$ cat src/rtl/delay_ramp_sched.sv
// Step-pulse scheduler for the 4-bit delay register.
// Debounced pushbuttons and a programmable ramp engine share the faster/slower
// pulse interface; buttons always win. Configured through an 8-bit Avalon-MM slave.
module delay_ramp_sched #(
    parameter int unsigned DEBOUNCE_CYCLES = 1000000,
    parameter int unsigned TICK_CYCLES     = 50000
) (
    input  logic       clk,
    input  logic       reset,
    input  logic       key_faster_n,
    input  logic       key_slower_n,
    input  logic [3:0] delay_cur,
    output logic       faster,
    output logic       slower,
    input  logic [1:0] address,
    input  logic       read,
    input  logic       write,
    input  logic       chipselect,
    input  logic [7:0] writedata,
    output logic [7:0] readdata
);

    // Tick counter must hold 255 * TICK_CYCLES - 1.
    localparam int unsigned CntW = $clog2(255 * TICK_CYCLES + 1);
    localparam int unsigned DbW  = $clog2(DEBOUNCE_CYCLES + 1);

    localparam logic [1:0] ST_IDLE   = 2'd0;
    localparam logic [1:0] ST_WAIT   = 2'd1;
    localparam logic [1:0] ST_STEP   = 2'd2;
    localparam logic [1:0] ST_SETTLE = 2'd3;

    // Register file
    logic [1:0] ctrl_q, ctrl_d;          // [0] ramp_en, [1] btn_en
    logic [3:0] target_q, target_d;
    logic [7:0] step_div_q, step_div_d;

    // Button path; index 0 = faster key, 1 = slower key. Levels are active-low.
    logic [1:0]     sync1_q, sync2_q;
    logic [1:0]     deb_q, deb_d;
    logic [DbW-1:0] db_cnt_q [2];
    logic [DbW-1:0] db_cnt_d [2];
    logic [1:0]     press;
    logic           btn_fast_q, btn_fast_d;
    logic           btn_slow_q, btn_slow_d;
    logic           btn_pulse;

    // Ramp engine
    logic [1:0]      state_q, state_d;
    logic [CntW-1:0] tick_q, tick_d;
    logic [CntW-1:0] reload;
    logic            ramp_fast, ramp_slow;
    logic            ramp_en, btn_en;
    logic            at_target, busy;

    logic unused_read;
    assign unused_read = read;

    assign ramp_en   = ctrl_q[0];
    assign btn_en    = ctrl_q[1];
    assign at_target = (delay_cur == target_q);
    assign busy      = (state_q != ST_IDLE);
    assign btn_pulse = btn_fast_q | btn_slow_q;

    // Register writes; zero in TARGET or STEP_DIV is clamped to 1.
    always_comb begin
        ctrl_d     = ctrl_q;
        target_d   = target_q;
        step_div_d = step_div_q;
        if (chipselect && write) begin
            unique case (address)
                2'd0: ctrl_d = writedata[1:0];
                2'd1: target_d = (writedata[3:0] == 4'd0) ? 4'd1 : writedata[3:0];
                2'd2: step_div_d = (writedata == 8'd0) ? 8'd1 : writedata;
                default: ;
            endcase
        end
    end

    // Combinational read mux.
    always_comb begin
        readdata = 8'h00;
        unique case (address)
            2'd0: readdata = {6'b0, ctrl_q};
            2'd1: readdata = {4'b0, target_q};
            2'd2: readdata = step_div_q;
            2'd3: readdata = {6'b0, at_target, busy};
            default: readdata = 8'h00;
        endcase
    end

    // Debounce: a new synced level is accepted after DEBOUNCE_CYCLES stable cycles.
    always_comb begin
        for (int k = 0; k < 2; k++) begin
            deb_d[k]    = deb_q[k];
            db_cnt_d[k] = db_cnt_q[k];
            if (sync2_q[k] == deb_q[k]) begin
                db_cnt_d[k] = '0;
            end else if (db_cnt_q[k] == DbW'(DEBOUNCE_CYCLES - 1)) begin
                deb_d[k]    = sync2_q[k];
                db_cnt_d[k] = '0;
            end else begin
                db_cnt_d[k] = db_cnt_q[k] + DbW'(1);
            end
        end
        press = deb_q & ~deb_d;
    end

    // Press edges become one-cycle requests; simultaneous presses cancel.
    always_comb begin
        btn_fast_d = btn_en & press[0] & ~press[1];
        btn_slow_d = btn_en & press[1] & ~press[0];
    end

    // Ramp FSM: wait STEP_DIV ticks, take one step toward TARGET, settle, repeat.
    always_comb begin
        state_d   = state_q;
        tick_d    = tick_q;
        ramp_fast = 1'b0;
        ramp_slow = 1'b0;
        reload    = CntW'(step_div_q) * CntW'(TICK_CYCLES) - CntW'(1);
        case (state_q)
            ST_IDLE: begin
                if (ramp_en && !at_target) begin
                    tick_d  = reload;
                    state_d = ST_WAIT;
                end
            end
            ST_WAIT: begin
                if (!ramp_en) begin
                    state_d = ST_IDLE;
                end else if (tick_q == '0) begin
                    state_d = ST_STEP;
                end else begin
                    tick_d = tick_q - CntW'(1);
                end
            end
            ST_STEP: begin
                // A button pulse owns the interface this cycle; retry next cycle.
                if (!btn_pulse) begin
                    if (delay_cur > target_q) begin
                        ramp_fast = 1'b1;
                        state_d   = ST_SETTLE;
                    end else if (delay_cur < target_q) begin
                        ramp_slow = 1'b1;
                        state_d   = ST_SETTLE;
                    end else begin
                        state_d = ST_IDLE;
                    end
                end
            end
            ST_SETTLE: begin
                if (!ramp_en || at_target) begin
                    state_d = ST_IDLE;
                end else begin
                    tick_d  = reload;
                    state_d = ST_WAIT;
                end
            end
            default: state_d = ST_IDLE;
        endcase
    end

    // Pulses are suppressed while reset is asserted so a stale STEP cannot leak out.
    always_comb begin
        faster = ~reset & (btn_fast_q | ramp_fast);
        slower = ~reset & (btn_slow_q | ramp_slow);
    end

    // State update with synchronous reset.
    always_ff @(posedge clk) begin
        if (reset) begin
            ctrl_q     <= 2'b10;
            target_q   <= 4'd8;
            step_div_q <= 8'd1;
            sync1_q    <= 2'b11;
            sync2_q    <= 2'b11;
            deb_q      <= 2'b11;
            for (int k = 0; k < 2; k++) db_cnt_q[k] <= '0;
            btn_fast_q <= 1'b0;
            btn_slow_q <= 1'b0;
            state_q    <= ST_IDLE;
            tick_q     <= '0;
        end else begin
            ctrl_q     <= ctrl_d;
            target_q   <= target_d;
            step_div_q <= step_div_d;
            sync1_q    <= {key_slower_n, key_faster_n};
            sync2_q    <= sync1_q;
            deb_q      <= deb_d;
            for (int k = 0; k < 2; k++) db_cnt_q[k] <= db_cnt_d[k];
            btn_fast_q <= btn_fast_d;
            btn_slow_q <= btn_slow_d;
            state_q    <= state_d;
            tick_q     <= tick_d;
        end
    end

endmodule

$ cat config.mk
export PLATFORM = sky130hd
export DESIGN_NAME = delay_ramp_sched
export DESIGN_NICKNAME = d
export VERILOG_FILES = /design/src/rtl/delay_ramp_sched.sv
export SDC_FILE = /design/constraint.sdc
export NUM_CORES = 1
export LEC_CHECK = 0
export CAP_MARGIN = 20
export CORE_MARGIN = 4
export CORE_UTILIZATION = 25
export DETAILED_ROUTE_END_ITERATION = 12
export GPL_TIMING_DRIVEN = 0
export PLACE_DENSITY = 0.42
export SETUP_SLACK_MARGIN = 0.02
export SKIP_LAST_GASP = 1
export SLEW_MARGIN = 10
export SYNTH_ARGS = -nofsm -noshare
export SYNTH_HDL_FRONTEND = slang
export SYNTH_SLANG_ARGS = --single-unit
$ cat constraint.sdc
create_clock -name clk -period 5.6 [get_ports clk]
set_input_delay 0.56 -clock clk [delete_from_list [all_inputs] [get_ports clk]]
set_output_delay 0.56 -clock clk [all_outputs]
set_load 0.005 [all_outputs]
==> impl_metrics.py, run 1 <==
metrics = {
    "layout": {
        "nFillCells": 2655,
        "areaGrowthSynthToFinish_pct": 16.20,
        "final_net_count": 877,
        "diodes": 0,
        "regArea_um2": 1762,
        "layout_common_cells": "nor2_1, dfxtp_1, ha_1",
        "drive_gt1_share_pct": 6.853,
        "final_common_cell": "nor2_1",
        "multiInputGateArea_um2": 4234,
    },
    "detailed_routing": {
        "routed_wl_um": 16100,
        "drc": 0,
        "post_drt_wl_per_cell_um": 14.48,
        "postRouteAntennaNets": 0,
        "first_pass_iters": 4,
        "vias": 5238,
        "first_iter_violations": 303,
        "viasPerCell": 4.710,
    },
    "global_routing": {
        "gr-total-overflow": 0,
        "grt_pass1_wl_um": 27210,
        "grt_util_all_layers_pct": 12.41,
        "grt_antenna_before_repair": 0,
        "grt_max_degree": 17,
        "grt_pass1_vias": 5283,
    },
    "logic_synthesis": {
        "syn_area_per_cell_um2": 8.338,
        "synth-edff-count": 0,
        "yosysSeqAreaShare_pct": 28.40,
        "async_flop_share_pct": 0,
        "synth.area.top_cells": "dfxtp_1, ha_1, nor2_1",
        "syn-instance-count": 744,
        "synth_ff_type": "dfxtp_1",
        "synthesis.nets": 838,
        "synthesis.area_um2": 6203,
        "synth_warnings": 0,
        "yosys_register_bits": 88,
        "synth.distinct_cells": 70,
        "netlist.area_leader.share_pct": 28.40,
        "yosysTopAreaCell": "dfxtp_1",
    },
    "clock_tree": {
        "cts_tree": "built",
        "clk_pin_slew_ns": 0.07,
        "clk_latency_ns": 0.35,
        "cts_resized": 0,
        "clock_path_buffers": 2,
        "cts-buffers-inserted": 9,
        "clock-sinks": 88,
        "ctsHoldBuffers": 0,
        "cts_max_level": 3,
        "post_cts_buffers": 0,
        "clock-root-buffer": "clkbuf_16",
    },
    "min_path": {
        "hold_depth": 1,
        "holdCritStartpoint": "sync1_q[0]",
        "hold_path_class": "flip-flop to flip-flop",
        "min_to": "sync2_q[0]",
    },
    "sta": {
        "rsz0062_at_grt": "no",
        "setup_viol_count_final": 0,
        "slew_viol_final": 0,
        "slew_headroom_pct": 47.68,
        "period_share_pct": 85.66,
        "fin_setup_tns_ns": 0,
        "fin_skew_ns": 0.009000,
        "hold_viol": 0,
        "timing.fmax_ghz": 0.2085,
        "layout_min_cycle_time_ns": 4.797,
        "tightest_slew_ns": 0.7789,
    },
    "worst_setup_path": {
        "worstPathArrival_ns": 5.01,
        "crit_path_end_kind": "flip-flop",
        "r2r_start": "step_div_q[2]",
        "reg2reg_to": "tick_q[18]",
        "worst-setup-path-type": "flip-flop to flip-flop",
        "cp.required_ns": 5.81,
        "reg2reg_depth": 16,
        "critPathMaxFanout": 6,
        "critPathLaunch": "step_div_q[2]",
        "r2r_setup_slack_ns": 0.80,
        "start_kind": "flip-flop",
    },
    "floorplan": {
        "die_w_um": 165.5,
        "die-area_um2": 27400,
        "core_um2": 24390,
        "num_rows": 57,
        "io_pins": 31,
        "die_y_um": 165.5,
        "initial_core_util_pct": 25.43,
    },
    "power": {
        "leakagePower_nw": 2.812,
        "power-per-cell-area_nw_per_um2": 204.1,
        "power.total_w": 0.001471,
        "ir_drop_v": 0.0001706,
    },
    "outcome": {
        "status": "complete, no violations",
    },
    "place": {
        "gp_congestion": 0.7817,
        "io_buffers": 28,
        "hpwl_um": 12660,
    },
    "flow_run": {
        "maxCapViolations": 0,
    },
}
## power breakdown
| group | leakage, nW | switching, W | internal, W |
|---|---|---|---|
| Clock | 0.152 | 0.000274 | 0.000364 |
| Sequential | 0.711 | 0.00000915 | 0.000632 |
| Combinational | 1.95 | 0.000114 | 0.0000778 |
## worst max path at each step
stage	end	slack (ns)	cells after the start
3_3_place_gp	tick_q[18]	0.82	16
2_1_floorplan	tick_q[23]	1.36	16
4_1_cts	tick_q[18]	0.77	16
3_5_place_dp	tick_q[18]	0.80	16
5_1_grt	tick_q[18]	0.39	16
6_report	tick_q[18]	0.80	16
## cell families after synthesis
| group | synth area share (%) |
|---|---|
| buffers and inverters | 3.348 |
| flip-flops | 28.40 |
| adder cells (fa/ha/maj) | 16.18 |
| XOR/XNOR | 9.379 |
| multiplexers | 1.714 |
| AO/OA/AOI/OAI | 16.03 |
| AND/OR/NAND/NOR | 24.95 |
## metal layers
metal	part of all wire (%)	global-route usage, %
met1	51	17.29
met2	46	20.36
met3	2.5	2.085
met4	0.84	2.362
met5	0	0
## critical path: stages (launching register included)
cell	delay (ns)
dfxtp_1	0.54
ha_1	0.32
ha_1	0.28
inv_1	0.05
fa_1	0.49
inv_1	0.05
fa_1	0.47
ha_1	0.37
a21o_1	0.22
a21oi_1	0.18
xor2_1	0.33
o211ai_2	0.22
nor3_1	0.38
nand4_1	0.16
xnor2_1	0.19
a221oi_1	0.32
nor2_1	0.06
## area by class of cell
class / count / share of cell area [%]
inverter: 26 / 1.354
tap: 324 / 5.624
timing repair buffer: 28 / 3.888
clock inverter: 6 / 1.111
sequential: 88 / 24.44
clock buffer: 10 / 3.315
multi-input combinational: 602 / 58.74
buffer: 28 / 1.528
## Yosys cell counts (5+ instances only)
cell type	number
a21oi_1	42
nand3b_1	6
nor3_1	16
ha_1	61
nand4_1	15
a211o_1	7
and3_1	16
mux2i_1	5
xor2_1	29
nor4_1	6
fa_1	12
o21ai_0	32
nor2b_1	11
or2_2	7
dfxtp_1	88
nand2b_1	5
nand3_1	31
o211ai_1	10
xnor2_1	33
inv_1	26
clkbuf_1	23
nor2_1	110
or3_1	8
nand2_1	58
## flip-flops by register name, summed over array words and instances, names as in the netlist
register and cells:
sync1_q 2, target_q 4, tick_q 24, state_q 2, btn_fast_q 1, btn_slow_q 1
step_div_q 8, deb_q 2, sync2_q 2, db_cnt_q 40, ctrl_q 2
## metrics by stage
step | hold slack (ns) | instances | area [um^2] | setup slack, ns | util [%]
after CTS | 0.4173 | 1112 | 7208 | 0.7653 | 29.55
final | 0.4105 | 1112 | 7208 | 0.8033 | 29.55
after global placement | 0.3960 | 1096 | 6889 | 0.8224 | 28.24
after detailed placement | 0.4046 | 1096 | 6889 | 0.8019 | 28.24
after global routing | 0.4321 | 1112 | 7208 | 0.3862 | 29.55
after floorplan | 0.3895 | 744 | 6203 | 1.355 | -
(Power assumes the default switching activity.)
==> run 2: changes to the inputs <==
clock period = 5.3 ns   (was 5.6 ns; I/O delays follow)
==> results of run 2 <==
Same layout as run 1 (identical final DEF). Status: complete, no violations.
Among the figures that moved: setup slack after placement 0.8019 ns -> 0.5019 ns; setup slack after layout 0.8033 ns -> 0.5033 ns; register-to-register setup slack 0.80 ns -> 0.50 ns; total power 0.001471 W -> 0.001554 W; worst IR drop on VDD 0.0001706 V -> 0.0001802 V
==> run 3: changes to the inputs <==
CAP_MARGIN = 10   (was 20)
CTS_CLUSTER_SIZE = 25   (was default)
==> results of run 3 <==
Same layout as run 1 (identical final DEF). Status: complete, no violations.
Among the figures that moved: setup slack after placement 0.8019 ns -> 0.5019 ns; setup slack after layout 0.8033 ns -> 0.5033 ns; register-to-register setup slack 0.80 ns -> 0.50 ns; total power 0.001471 W -> 0.001554 W; worst IR drop on VDD 0.0001706 V -> 0.0001802 V
